**src/rtl/led_pwm_pkg.sv**
```systemverilog
// Shared definitions for the LED PWM PIO: register map, channel modes and the
// per-channel output function.
package led_pwm_pkg;

   localparam int ADDR_CTRL     = 0;
   localparam int ADDR_PRESCALE = 1;
   localparam int ADDR_BLINK    = 2;
   localparam int ADDR_STATUS   = 3;
   localparam int ADDR_CH_BASE  = 4;

   localparam int MODE_LSB  = 16;
   localparam int MODE_MSB  = 17;
   localparam int PHASE_BIT = 31;

   typedef enum logic [1:0] {
      MODE_OFF   = 2'd0,
      MODE_ON    = 2'd1,
      MODE_PWM   = 2'd2,
      MODE_BLINK = 2'd3
   } mode_t;

   function automatic logic chan_out(input mode_t mode, input logic pwm_on, input logic phase);
      logic lit;
      lit = 1'b0;
      case (mode)
         MODE_OFF:   lit = 1'b0;
         MODE_ON:    lit = 1'b1;
         MODE_PWM:   lit = pwm_on;
         MODE_BLINK: lit = pwm_on & phase;
         default:    lit = 1'b0;
      endcase
      return lit;
   endfunction

endpackage

```
**src/rtl/led_pwm_pio_if.sv**
```systemverilog
// Avalon-MM slave bundle between the lightweight HPS bridge and the LED PIO.
interface led_pwm_pio_if #(
   parameter int ADDR_W = 5
);
   logic [ADDR_W-1:0] avs_address;
   logic              avs_write;
   logic [31:0]       avs_writedata;
   logic              avs_read;
   logic [31:0]       avs_readdata;

   modport master (
      output avs_address, avs_write, avs_writedata, avs_read,
      input  avs_readdata
   );

   modport slave (
      input  avs_address, avs_write, avs_writedata, avs_read,
      output avs_readdata
   );
endinterface

```
**src/rtl/led_pwm_timebase.sv**
```systemverilog
// Shared timebase: prescaler tick, free-running PWM counter and blink phase.
// All counters sit at zero while disabled so enabling restarts a clean pattern.
module led_pwm_timebase
   import led_pwm_pkg::*;
#(
   parameter int PWM_BITS   = 8,
   parameter int PRESC_BITS = 16,
   parameter int BLINK_BITS = 8
) (
   input  logic                  clk,
   input  logic                  rst,
   input  logic                  en,
   input  logic [PRESC_BITS-1:0] prescale,
   input  logic [BLINK_BITS-1:0] blink,
   output logic [PWM_BITS-1:0]   pwm_cnt,
   output logic                  period_end,
   output logic                  phase
);

   logic [PRESC_BITS-1:0] presc_cnt;
   logic [BLINK_BITS-1:0] blink_cnt;
   logic                  tick;

   // >= rather than == so lowering a limit below the running count wraps at once
   assign tick       = en && (presc_cnt >= prescale);
   assign period_end = tick && (pwm_cnt == '1);

   always_ff @(posedge clk) begin
      if (rst || !en) begin
         presc_cnt <= '0;
         pwm_cnt   <= '0;
         blink_cnt <= '0;
         phase     <= 1'b0;
      end else begin
         presc_cnt <= tick ? '0 : presc_cnt + PRESC_BITS'(1);
         if (tick)
            pwm_cnt <= pwm_cnt + PWM_BITS'(1);
         if (period_end) begin
            if (blink_cnt >= blink) begin
               blink_cnt <= '0;
               phase     <= ~phase;
            end else begin
               blink_cnt <= blink_cnt + BLINK_BITS'(1);
            end
         end
      end
   end

endmodule

```
**src/rtl/led_pwm_pio.sv**
```systemverilog
// LED PIO with per-channel off/on/PWM/blink-PWM modes behind an Avalon-MM
// register file; read data is registered with a fixed latency of one cycle.
module led_pwm_pio
   import led_pwm_pkg::*;
#(
   parameter int NUM_CH     = 8,
   parameter int PWM_BITS   = 8,
   parameter int PRESC_BITS = 16,
   parameter int BLINK_BITS = 8,
   parameter int ADDR_W     = 5
) (
   input  logic              clk_clk,
   input  logic              reset_reset,
   led_pwm_pio_if.slave      avs,
   output logic [NUM_CH-1:0] leds_export
);

   logic                  ctrl_en;
   logic [PRESC_BITS-1:0] prescale;
   logic [BLINK_BITS-1:0] blink;
   logic [PWM_BITS-1:0]   duty [NUM_CH];
   mode_t                 mode [NUM_CH];

   logic [PWM_BITS-1:0]   pwm_cnt;
   logic                  phase;
   logic                  unused_period_end;
   logic                  unused_wdata;
   logic [31:0]           rdata_next;
   logic [NUM_CH-1:0]     led_next;

   assign unused_wdata = ^avs.avs_writedata;

   led_pwm_timebase #(
      .PWM_BITS   (PWM_BITS),
      .PRESC_BITS (PRESC_BITS),
      .BLINK_BITS (BLINK_BITS)
   ) u_timebase (
      .clk        (clk_clk),
      .rst        (reset_reset),
      .en         (ctrl_en),
      .prescale   (prescale),
      .blink      (blink),
      .pwm_cnt    (pwm_cnt),
      .period_end (unused_period_end),
      .phase      (phase)
   );

   always_ff @(posedge clk_clk) begin
      if (reset_reset) begin
         ctrl_en  <= 1'b0;
         prescale <= '0;
         blink    <= '0;
         for (int i = 0; i < NUM_CH; i++) begin
            duty[i] <= '0;
            mode[i] <= MODE_OFF;
         end
      end else if (avs.avs_write) begin
         if (avs.avs_address == ADDR_W'(ADDR_CTRL))
            ctrl_en <= avs.avs_writedata[0];
         if (avs.avs_address == ADDR_W'(ADDR_PRESCALE))
            prescale <= avs.avs_writedata[PRESC_BITS-1:0];
         if (avs.avs_address == ADDR_W'(ADDR_BLINK))
            blink <= avs.avs_writedata[BLINK_BITS-1:0];
         for (int i = 0; i < NUM_CH; i++) begin
            if (avs.avs_address == ADDR_W'(ADDR_CH_BASE + i)) begin
               duty[i] <= avs.avs_writedata[PWM_BITS-1:0];
               mode[i] <= mode_t'(avs.avs_writedata[MODE_MSB:MODE_LSB]);
            end
         end
      end
   end

   always_comb begin
      rdata_next = '0;
      if (avs.avs_address == ADDR_W'(ADDR_CTRL))
         rdata_next[0] = ctrl_en;
      if (avs.avs_address == ADDR_W'(ADDR_PRESCALE))
         rdata_next[PRESC_BITS-1:0] = prescale;
      if (avs.avs_address == ADDR_W'(ADDR_BLINK))
         rdata_next[BLINK_BITS-1:0] = blink;
      if (avs.avs_address == ADDR_W'(ADDR_STATUS)) begin
         rdata_next[NUM_CH-1:0] = leds_export;
         rdata_next[PHASE_BIT]  = phase;
      end
      for (int i = 0; i < NUM_CH; i++) begin
         if (avs.avs_address == ADDR_W'(ADDR_CH_BASE + i)) begin
            rdata_next[PWM_BITS-1:0]      = duty[i];
            rdata_next[MODE_MSB:MODE_LSB] = mode[i];
         end
      end
   end

   // Registered before the write lands, so a same-cycle read sees the old value
   always_ff @(posedge clk_clk) begin
      if (reset_reset)
         avs.avs_readdata <= '0;
      else if (avs.avs_read)
         avs.avs_readdata <= rdata_next;
   end

   for (genvar g = 0; g < NUM_CH; g++) begin : g_ch
      assign led_next[g] = ctrl_en & chan_out(mode[g], pwm_cnt < duty[g], phase);
   end

   always_ff @(posedge clk_clk) begin
      if (reset_reset)
         leds_export <= '0;
      else
         leds_export <= led_next;
   end

endmodule

```
**src/flat_wrapper.sv**
```systemverilog
// flat-port wrapper written by rule: the top's interface ports become plain ports
module led_pwm_pio_flat import led_pwm_pkg::*;
#(
   parameter int NUM_CH     = 8,
   parameter int PWM_BITS   = 8,
   parameter int PRESC_BITS = 16,
   parameter int BLINK_BITS = 8,
   parameter int ADDR_W     = 5
)
  (clk_clk, reset_reset, leds_export, avs_avs_address, avs_avs_write, avs_avs_writedata, avs_avs_read, avs_avs_readdata);
  led_pwm_pio_if #(.ADDR_W(ADDR_W)) avs_i ();
  input  logic clk_clk;
  input  logic reset_reset;
  output logic [NUM_CH-1:0] leds_export;
  input wire logic [$bits(avs_i.avs_address)-1:0] avs_avs_address;
  input wire logic [$bits(avs_i.avs_write)-1:0] avs_avs_write;
  input wire logic [$bits(avs_i.avs_writedata)-1:0] avs_avs_writedata;
  input wire logic [$bits(avs_i.avs_read)-1:0] avs_avs_read;
  output wire logic [$bits(avs_i.avs_readdata)-1:0] avs_avs_readdata;
  assign avs_i.avs_address = avs_avs_address;
  assign avs_i.avs_write = avs_avs_write;
  assign avs_i.avs_writedata = avs_avs_writedata;
  assign avs_i.avs_read = avs_avs_read;
  assign avs_avs_readdata = avs_i.avs_readdata;
  led_pwm_pio #(.NUM_CH(NUM_CH), .PWM_BITS(PWM_BITS), .PRESC_BITS(PRESC_BITS), .BLINK_BITS(BLINK_BITS), .ADDR_W(ADDR_W)) u_core (.clk_clk(clk_clk), .reset_reset(reset_reset), .avs(avs_i), .leds_export(leds_export));
endmodule
```
**config.mk**
```make
export PLATFORM = sky130hd
export DESIGN_NAME = led_pwm_pio_flat
export DESIGN_NICKNAME = d
export VERILOG_FILES = /design/src/rtl/led_pwm_pkg.sv /design/src/rtl/led_pwm_pio_if.sv /design/src/rtl/led_pwm_timebase.sv /design/src/rtl/led_pwm_pio.sv /design/src/flat_wrapper.sv
export SDC_FILE = /design/constraint.sdc
export NUM_CORES = 1
export LEC_CHECK = 0
export BUFFER_PORTS_ARGS = -buffer_cell sky130_fd_sc_hd__buf_2
export CAP_MARGIN = 20
export CORE_MARGIN = 1.5
export CORE_UTILIZATION = 30
export DETAILED_ROUTE_END_ITERATION = 8
export HOLD_SLACK_MARGIN = 0.06
export REMOVE_ABC_BUFFERS = 1
export SYNTH_ARGS = -nofsm -noshare
export SYNTH_HDL_FRONTEND = slang
export SYNTH_SLANG_ARGS = --single-unit
```
**constraint.sdc**
```tcl
create_clock -name clk_clk -period 2.9 [get_ports clk_clk]
set_clock_uncertainty 0.2 [all_clocks]
set_input_delay 0.145 -clock clk_clk [delete_from_list [all_inputs] [get_ports clk_clk]]
set_output_delay 0.145 -clock clk_clk [all_outputs]
set_load 0.01 [all_outputs]
```
==> results.md, run 1 <==
- CTS max path bufs: 2
- Setup TNS after final layout: 0 ps
- Commonest cells after routing, fill and taps aside: 110 x nor2_1, 99 x inv_1, 86 x nand2_1, 85 x dfxtp_1, 83 x ha_1
- Final Util: 35.3%
- Max_cap viols: 0
- Core ar.: 30600 sq um
- Synth Flop Type: dfxtp_1
- Seq/Total Area, Yosys: 44.1%
- Xor-xnor portion of the synthesized cell area: 1.51%
- Mapped Area: between 9000 and 10000 sq um
- Via count: 7608
- Full die area: 32100 sq um
- Setup crit start kind: flip-flop
- Outcome: finished, final reports clean
- CP Class: reg2reg
- Mapped Cells: roughly 1k
- Post-Route WL: 26700 um
- LEAKAGE: 4.45 nW
- Critical path endpoint category: flip-flop
- CTS sink count: 165
- Largest cells by area after synthesis: edfxtp_1 26%, dfxtp_1 18%, ha_1 11%, nor2_1 4.4%, inv_1 4.0%
- CP peak stage delay: 420 ps
- Simple-Gate Fraction of Synth Area: 17.3%
- Grt total ovfl: 0
- Worst Path Max Fanout: 24
- Fin. Hold Viols: 0
- Post-synthesis mux area share: 1.83%
- Slew @ Worst Pin: 729 ps
- Pwr per Cell Area: 484 nW/um^2
- Antenna violations before repair: 2
- Cts bufs inserted: 17
- Area leader, netlist: edfxtp_1
- Multi-input logic area: 4580 sq um
- Floorplan row count: 64
- Arr. time, crit path: roughly 2700 ps
- Clk Latency, worst-skew pair: 430 ps
- Crit-path cells: inv_1 > ha_1 > a2111oi_0 > nand2_1 > a21oi_1 > o211a_1 > buf_4 > nand2_2 > nor2_1
- Die Width: 179 um
- Synthesis-to-finish area growth: 16.0%
- Pin count of the biggest net entering global routing: 29
- Commonest non-fill, non-tap cell in the layout: nor2_1
- Synth warnings: 0
- Register Area: 4100 sq um
- Main combinational cell family by area after synthesis: simple AND/OR/NAND/NOR gates
- Fillers: 3189
- Compound-Gate Fraction of Synth Area: 16.8%
- Ys async rst share: 0%
- Met2 WL post-DR: 12500 um
- Vias in the first global route: 7028
- Min Tclk post-route: between 2000 and 3000 ps
- Crit share post-route: about nine tenths
- Register bit total from synthesis: 165
- Via density: just over 5
- Final GP Congestion: a little over 0.9
- GRT Total Usage: 16.9%
- Wl on met1: 11900 um
- Post-CTS sizing: 0
- Ports: 81
- Slew HR: 51.3%
- DRT Pass-1 Iters: 5
- Total power: 0.00522 W
- Yosys cell types: 64
- Residual DRC: 0
- Pins Over Slew Limit: 0
- Final HPWL DP: ~20000 um
- Post-synth EDFFs: 80
- Nets: 1199
- RSZ-0062 raised after global routing: false
- Final ANT Viol Nets: 0
- First-pass GRT wire length: 40200 um
- Highest routed layer: met5
- Post-Syn Area per Cell: 9.30 sq um
- Worst path slowest cell: a2111oi_0
- Peak VDD IR: 0.408 mV
- CTS root buf: clkbuf_16
- Clock slew at the register clock pins of the worst setup and hold paths: 60 ps
- WHS: 109 ps
- Die Span Y: approximately 180 um
- H-tree Lvls: 4
- Post-Synth Adder-Cell Area: 11.2%
- Port Buffers: 53
- Post-synth top area share: 25.8%
- Worst hold path class: in2reg
- CP required: between 3000 and 4000 ps
- Share of cells above drive strength 1: 11.2%
- Met3 wire length: 1560 um
- Max frequency: just under 400 MHz
- Final Setup Violations: 0
- DR WL/cell: 18.0 um
- Detailed Route Iter0 Violations: around 690
- CTS tree: built
- Initial Util: 30.4%
stage by stage:
step	setup WS, ps	cell area, sq um	instances
floorplan	564	9050	955
global placement	384	10000	1432
detailed placement	311	10000	1432
CTS	299	10800	1484
global route	123	10800	1484
finish	319	10800	1485
area by class of cell:
| cell class | count | area share [%] |
|---|---|---|
| diodes | 1 | 0.0232 |
| multi-input cells | 691 | 42.4 |
| well taps | 396 | 4.59 |
| clock buffers | 18 | 3.98 |
| clock inverters | 14 | 1.26 |
| flip-flops and latches | 165 | 38.0 |
| repair buffers | 101 | 6.26 |
| inverters | 99 | 3.44 |
cells by family after synthesis:
logic type,count (synthesis)
and+or+nand+nor,332
AOI/OAI and AO/OA,230
DFF,165
buffers and inverters,157
adders and majority gates,83
muxes,17
xor gates and xnor gates,16
other,1
cells in the mapped netlist (9+ instances only):
cell type	instances
mux2i_1	17
nor2_1	110
ha_1	83
nor2b_1	15
dfxtp_1	85
a211oi_1	23
nand2_1	86
buf_2	14
o21ai_0	32
a21o_1	20
nand3_1	23
inv_1	99
edfxtp_1	80
o221ai_1	9
clkbuf_1	26
a22oi_1	15
buf_4	15
a221oi_1	18
nand2b_1	38
o22ai_1	12
or3_1	9
a21oi_1	54
final timing paths:
kind                                   start                                         end  slack, ps  cells past startpoint
max          u_core.prescale[5]$_SDFFE_PP0P_  u_core.u_timebase.presc_cnt[10]$_SDFF_PP0_        320                      9
min                       avs_avs_address[0]    u_core.avs.avs_readdata[31]$_SDFFE_PP0P_        110                      3
max reg2reg  u_core.prescale[5]$_SDFFE_PP0P_  u_core.u_timebase.presc_cnt[10]$_SDFF_PP0_        320                      9
min reg2reg  u_core.prescale[7]$_SDFFE_PP0P_             u_core.prescale[7]$_SDFFE_PP0P_        270                      2
critical path: cells and delay by family (launching register included):
family | cells | cell delay (ps)
DFF | 1 | 370
and+or+nand+nor | 3 | 540
AOI/OAI and AO/OA | 3 | 780
buffers and inverters | 2 | 310
adders and majority gates | 1 | 300
state kept, by name (all words and copies together), names as in the netlist, 8 cells and up:
name / flops
u_core.prescale: 16
u_core.duty: 64
u_core.blink: 8
u_core.u_timebase.pwm_cnt: 8
u_core.mode: 16
u_core.avs.avs_readdata: 19
u_core.u_timebase.blink_cnt: 8
u_core.leds_export: 8
u_core.u_timebase.presc_cnt: 16
power by group:
part | total [W] | internal, W | switching, W
Clock | 0.00220 | 0.00126 | 0.000944
Combinational | 0.000439 | 0.000157 | 0.000282
Sequential | 0.00258 | 0.00253 | 0.0000538
Total | 0.00522 | 0.00394 | 0.00128
timing repair:
item | 4_1_cts | 5_1_grt
hold buffers | 20 | 0
buffers inserted | 0 | 0
hold endpoints to repair | 35 | 0
routing by layer:
| layer | up-vias | global-route usage [%] |
|---|---|---|
| li1 | 3685 | - |
| met3 | 41 | 3.77 |
| met5 | - | 0 |
| met4 | 2 | 5.85 |
| met1 | 3654 | 22.0 |
| met2 | 226 | 27.6 |
Power figures use the tool's default switching activity.
==> run 2, diff against run 1 <==
--- a/config.mk
+++ b/config.mk
@@ -9,6 +9,7 @@
 export CAP_MARGIN = 20
 export CORE_MARGIN = 1.5
 export CORE_UTILIZATION = 30
+export CTS_CLUSTER_DIAMETER = 60
 export DETAILED_ROUTE_END_ITERATION = 8
 export HOLD_SLACK_MARGIN = 0.06
 export REMOVE_ABC_BUFFERS = 1
==> constraint.sdc (replaced) <==
create_clock -name clk_clk -period 2.6 [get_ports clk_clk]
set_clock_uncertainty 0.2 [all_clocks]
set_input_delay 0.13 -clock clk_clk [delete_from_list [all_inputs] [get_ports clk_clk]]
set_output_delay 0.13 -clock clk_clk [all_outputs]
set_load 0.01 [all_outputs]
==> run 2 against run 1 <==
  * Global-route usage up 0.27 points
  * Final cell count up 1.2%
  * First-iteration DRC count up 18%
  * Critical path type is now in2reg
  * Critical path depth down 2
  * Critical endpoint is now u_core.prescale[1]$_SDFFE_PP0P_
  * Register-to-register slack worse by 120 ps
  * Clock power up 23%
  * Highest routed layer unchanged
==> results.md, run 2 (synthesis results as in run 1) <==
- Peak VDD IR: 0.485 mV (+19%)
- Final GP Congestion: 0.956 (+4.0%)
- H-tree Lvls: 4 (unchanged)
- Worst path slowest cell: dlygate4sd3_1
- Worst hold path class: in2reg
- Setup crit start kind: input pin
- Detailed Route Iter0 Violations: 809 (+18%)
- RSZ-0062 raised after global routing: false
- Largest regs: u_core.duty (64), u_core.avs.avs_readdata (19)
- CTS root buf: clkbuf_16
- Core ar.: 30600 sq um (unchanged)
- Commonest cells after routing, fill and taps aside: 110 x nor2_1, 99 x inv_1, 86 x nand2_1, 85 x dfxtp_1, 83 x ha_1
- Worst Path Max Fanout: 18 (-25%)
- Highest routed layer: met5
- Met3 wire length: 1660 um (+6.3%)
- Residual DRC: 0 (unchanged)
- Setup TNS after final layout: 0 ps (unchanged)
- CTS sink count: 165 (unchanged)
- Setup WS post-layout: 115 ps (-204 ps)
- Outcome: finished, final reports clean
- Post-Route WL: 27300 um (+2.1%)
- Met2 WL post-DR: 12600 um (+0.58%)
- Final ANT Viol Nets: 0 (unchanged)
- CP peak stage delay: 580 ps (+160 ps)
- Antenna violations before repair: 3 (+1)
- Max reg flops: 64 (unchanged)
- Max_cap viols: 0 (unchanged)
- Floorplan row count: 64 (unchanged)
- DR WL/cell: 18.2 um (+0.86%)
- CP required: 2720 ps (-340 ps)
- Synthesis-to-finish area growth: 18.3%
- Share of cells above drive strength 1: 12.4% (+1.2 points)
- Top cell by count, worst path: nand2_1
- Clock slew at the register clock pins of the worst setup and hold paths: 60 ps (about the same)
- Pins Over Slew Limit: 0 (unchanged)
- Max frequency: slightly above 400 MHz
- First-pass GRT wire length: 41100 um (+2.4%)
- Post-CTS setup buffers: 0 (unchanged)
- Finished Cell Area: 11000 sq um (+2.0%)
- Pwr per Cell Area: 554 nW/um^2 (+14%)
- Pre-CTS WS: 172 ps (-138 ps)
- Die Width: 179 um (unchanged)
- Critical path endpoint category: flip-flop
- Vias in the first global route: 7276 (+3.5%)
- Min Tclk post-route: 2490 ps
- Grt total ovfl: 0 (unchanged)
- Register Area: 4100 sq um (unchanged)
- Crit-path cells: buf_2 > nand2b_1 > nor3_4 > nand2_1 > nand2_1 > a21oi_1 > dlygate4sd3_1
- Via density: 5.16 (+0.79%)
- Largest reg by FF count: u_core.duty
- DP Area: 10100 sq um (+1.2%)
- DRT Pass-1 Iters: 5 (unchanged)
- Port Buffers: 53 (unchanged)
- Slew HR: 52.4% (+1.1 points)
- Via count: 7761 (+2.0%)
- GRT Total Usage: 17.2% (+0.27 points)
- Final HPWL DP: 20200 um (+4.0%)
- Cts bufs inserted: 17 (unchanged)
- Nets: 1216 (+1.4%)
- LEAKAGE: 4.59 nW (+3.2%)
- Pin count of the biggest net entering global routing: 26 (-10%)
- Die Span Y: 179 um (unchanged)
- Multi-input logic area: 4580 sq um (+0.14%)
- Arr. time, crit path: 2600 ps (-140 ps)
- Crit share post-route: 95.6%
- CTS tree: built
- Fin. Hold Viols: 0 (unchanged)
- Initial Util: 30.4% (unchanged)
- Commonest non-fill, non-tap cell in the layout: nor2_1
- Slew @ Worst Pin: 712 ps (-17.1 ps)
- Full die area: 32100 sq um (unchanged)
- Ports: 81 (unchanged)
- Fillers: 3131 (-1.8%)
- CP Class: in2reg
- Final Setup Violations: 0 (unchanged)
- Clk Latency, worst-skew pair: 440 ps (about the same)
- Wl on met1: 12100 um (+1.6%)
- CTS max path bufs: 2 (unchanged)
[run 2: changes by cell type in the layout (fill, tap and decap cells not counted), moves of 2 or more]
cell	change
dlygate4sd3_1	+3
clkinvlp_2	-2
bufinv_16	+2
buf_4	+13
[run 2: final timing paths]
path / start / endpoint / slack [ps] / depth (start not counted)
max: avs_avs_address[0] / u_core.prescale[1]$_SDFFE_PP0P_ / 110 / 7
min: avs_avs_writedata[17] / u_core.mode[0][13]$_DFFE_PP_ / 100 / 3
max reg2reg: u_core.prescale[15]$_SDFFE_PP0P_ / u_core.u_timebase.pwm_cnt[5]$_SDFFE_PP0P_ / 200 / 8
min reg2reg: u_core.avs.avs_readdata[14]$_SDFFE_PP0P_ / u_core.avs.avs_readdata[14]$_SDFFE_PP0P_ / 260 / 2
[run 2: worst max-delay path: cells and delay by family]
family,cells,cell delay [ps]
AOI/OAI and AO/OA,1,90
buffers and inverters,2,950
and+or+nand+nor,4,1430
[run 2: cell type report]
cell class	instances	area share (%)
Tap cell	396	4.50
Multi-Input combinational cell	691	41.6
Sequential cell	165	37.3
Inverter	99	3.38
Clock buffer	17	3.86
Timing Repair Buffer	118	7.48
Clock inverter	15	1.84
Antenna cell	2	0.0455
[run 2: timing repair]
| item | CTS | global route |
|---|---|---|
| resized for setup | 0 | 2 |
| setup endpoints to repair | 0 | 15 |
| hold endpoints to repair | 37 | 0 |
| hold buffers | 23 | 0 |
[run 2: metrics by stage]
stage	util, %	hold WS [ps]	total power (W)	cells
2_1_floorplan	-	-0.934	0.00317	955
3_3_place_gp	33.1	181	0.00340	1446
4_1_cts	36.0	93.4	0.00612	1501
3_5_place_dp	33.1	182	0.00341	1446
6_report	36.0	105	0.00610	1503
5_1_grt	36.0	136	0.00629	1501
[run 2: per-layer routing]
layer	global-route usage [%]	vias to the layer above
met5	0	-
met4	6.54	2
met3	4.05	63
met2	28.2	242
met1	21.8	3741
li1	-	3713
[run 2: report_power, final]
group	total, W	internal, W	leakage [nW]	switching [W]
logic	0.000502	0.000183	2.84	0.000319
registers	0.00288	0.00282	1.45	0.0000618
clock network	0.00271	0.00162	0.301	0.00110
==> run 3, diff against run 2 <==
--- a/config.mk
+++ b/config.mk
@@ -8,7 +8,7 @@
 export BUFFER_PORTS_ARGS = -buffer_cell sky130_fd_sc_hd__buf_2
 export CAP_MARGIN = 20
 export CORE_MARGIN = 1.5
-export CORE_UTILIZATION = 30
+export CORE_UTILIZATION = 40
 export CTS_CLUSTER_DIAMETER = 60
 export DETAILED_ROUTE_END_ITERATION = 8
 export HOLD_SLACK_MARGIN = 0.06
==> run 3 against run 2 <==
  * Die area fell by 25%
  * Final cell count decreased by 7.2%
  * Routed wire length fell by 3.1%
  * Worst setup slack gained 65 ps
  * Final area is 1.3% lower
  * Sequential power about the same
  * Power decreased by 4.8%
==> results.md, run 3 (synthesis results as in run 1) <==
- Diodes inserted: 0 (-2)
- Nets: 1221 (+0.41%)
- WHS: 97.2 ps (-7.76 ps)
- Slew @ Worst Pin: 625 ps (-87.1 ps)
- Max reg flops: 64 (unchanged)
- Synthesis-to-finish area growth: 16.8%
- Via density: 5.43 (+5.1%)
- Full die area: 24200 sq um (-25%)
- Pins Over Slew Limit: 0 (unchanged)
- DR WL/cell: 19.0 um (+4.4%)
- Final Util: 47.9% (+12 points)
- Ports: 81 (unchanged)
- Residual DRC: 0 (unchanged)
- Min Tclk post-route: 2420 ps (-64.7 ps)
- DP Area: 10100 sq um (-0.83%)
- Via count: 7574 (-2.4%)
- R2R depth: 9 (+1)
- Setup WS post-layout: 179 ps (+64.7 ps)
- Crit share post-route: 93.1% (-2.5 points)
- CTS max path bufs: 2 (unchanged)
- Final HPWL DP: 19300 um (-4.7%)
- Commonest non-fill, non-tap cell in the layout: nor2_1
- Max_cap viols: 0 (unchanged)
- Hold path depth: 5 (+2)
- Initial Util: 41.0% (+11 points)
- RR Startpoint: u_core.u_timebase.presc_cnt[0]$_SDFF_PP0_
- Clock slew at the register clock pins of the worst setup and hold paths: 70 ps (about the same)
- H-tree Lvls: 4 (unchanged)
- Hold Path End: u_core.ctrl_en$_SDFFE_PP0P_
- Pin count of the biggest net entering global routing: 29 (+12%)
- Slew HR: 58.3% (+5.9 points)
- Fin. Hold Viols: 0 (unchanged)
- Worst hold path class: in2reg
- Largest reg by FF count: u_core.duty
- CP required: 2770 ps (+50 ps)
- Die Width: 156 um (-13%)
- Setup TNS after final layout: 0 ps (unchanged)
- DRT Pass-1 Iters: 5 (unchanged)
- Final ANT Viol Nets: 0 (unchanged)
- Worst Path Max Fanout: 24 (+6)
- Pwr per Cell Area: 535 nW/um^2 (-3.5%)
- Vias in the first global route: 7197 (-1.1%)
- Critical Path Source: u_core.u_timebase.presc_cnt[0]$_SDFF_PP0_
- Die Span Y: 156 um (-13%)
- Pre-CTS WS: 127 ps (-45.2 ps)
- Clk Latency, worst-skew pair: 440 ps (about the same)
- RSZ-0062 raised after global routing: false
- Detailed Route Iter0 Violations: 688 (-15%)
- Outcome: finished, final reports clean
- Commonest cells after routing, fill and taps aside: 110 x nor2_1, 99 x inv_1, 85 x nand2_1, 85 x dfxtp_1, 83 x ha_1
- Max frequency: 413 MHz (+2.7%)
- CTS sink count: 165 (unchanged)
- Grt total ovfl: 0 (unchanged)
- CTS root buf: clkbuf_16
- Final GP Congestion: 0.887 (-7.2%)
- Antenna violations before repair: 1 (-2)
- Post-Route WL: 26500 um (-3.1%)
- Floorplan row count: 55 (-14%)
- Fillers: 2188 (-30%)
- Cts bufs inserted: 17 (unchanged)
- Share of cells above drive strength 1: 12.9% (+0.48 points)
- LEAKAGE: 4.58 nW (-0.29%)
- Peak VDD IR: 0.341 mV (-30%)
- Setup crit start kind: flip-flop
- Largest regs: u_core.duty (64), u_core.avs.avs_readdata (19)
- Hold_sp: avs_avs_address[4]
- Reg-to-reg endpoint: u_core.u_timebase.pwm_cnt[5]$_SDFFE_PP0P_
- CP Class: reg2reg
- Arr. time, crit path: 2590 ps (about the same)
- GRT Total Usage: 22.5% (+5.4 points)
- Core ar.: 22700 sq um (-26%)
- Post-CTS setup buffers: 0 (unchanged)
- Flop2flop setup slack: 180 ps (-20 ps)
- CTS tree: built
- Port Buffers: 53 (unchanged)
- Finished Cell Area: 10900 sq um (-1.3%)
- First-pass GRT wire length: 40700 um (-0.99%)
- Final Setup Violations: 0 (unchanged)
- Critical path endpoint category: flip-flop
==> run 3: changes by cell type in the layout (fill, tap and decap cells not counted), sizes merged <==
| cell | delta |
|---|---|
| bufinv | -3 |
| diode | -2 |
| clkinv | +1 |
| dlygate4sd3 | +1 |
| clkinvlp | +2 |
| buf | +4 |
==> run 3: area by class of cell <==
class	count	area, sq um	area share, %
clock buffers	17	425	3.91
repair buffers	123	888	8.17
multi-input cells	691	4590	42.2
inverters	99	372	3.42
flip-flops and latches	165	4100	37.8
clock inverters	15	131	1.21
well taps	285	357	3.28
==> run 3: what timing repair did <==
action	CTS	global route
hold endpoints to repair	36	0
gates resized for setup	0	4
hold buffers	24	0
setup endpoints to repair	0	17
==> run 3: worst max path at each step <==
stage	to	slack, ps	depth (start not counted)
after floorplan	u_core.u_timebase.presc_cnt[10]$_SDFF_PP0_	260	8
after global placement	u_core.u_timebase.presc_cnt[10]$_SDFF_PP0_	170	9
after detailed placement	u_core.u_timebase.presc_cnt[3]$_SDFF_PP0_	130	9
after CTS	u_core.ctrl_en$_SDFFE_PP0P_	40	7
after global routing	u_core.u_timebase.phase$_SDFFE_PP0P_	20	9
final	u_core.u_timebase.pwm_cnt[5]$_SDFFE_PP0P_	180	9
==> run 3: routing by layer <==
| metal | up-vias | wire length (um) | track usage, % |
|---|---|---|---|
| li1 | 3729 | - | - |
| met5 | - | 13 | 0 |
| met3 | 38 | 1410 | 5.35 |
| met2 | 189 | 12400 | 36.9 |
| met4 | 2 | 627 | 6.62 |
| met1 | 3616 | 12100 | 29.6 |
==> run 3: worst max-delay path, cell delays in order (launching register included) <==
cell and delay [ps]:
dfxtp_1 400, inv_1 70, ha_1 280, nor2b_1 40
o21ai_0 170, a21oi_1 110, o211a_1 260, buf_12 160
or4_1 500, a21oi_1 150
==> run 3: through the flow <==
step,instances,total power (W)
final,1395,0.00581
after global routing,1395,0.00600
after CTS,1395,0.00582
after detailed placement,1339,0.00342
after floorplan,955,0.00317
after global placement,1339,0.00341
==> run 3: power breakdown <==
part | internal (W) | switching (W) | total [W]
combinational | 0.000193 | 0.000320 | 0.000513
sequential | 0.00282 | 0.0000614 | 0.00288
clock | 0.00132 | 0.00110 | 0.00241
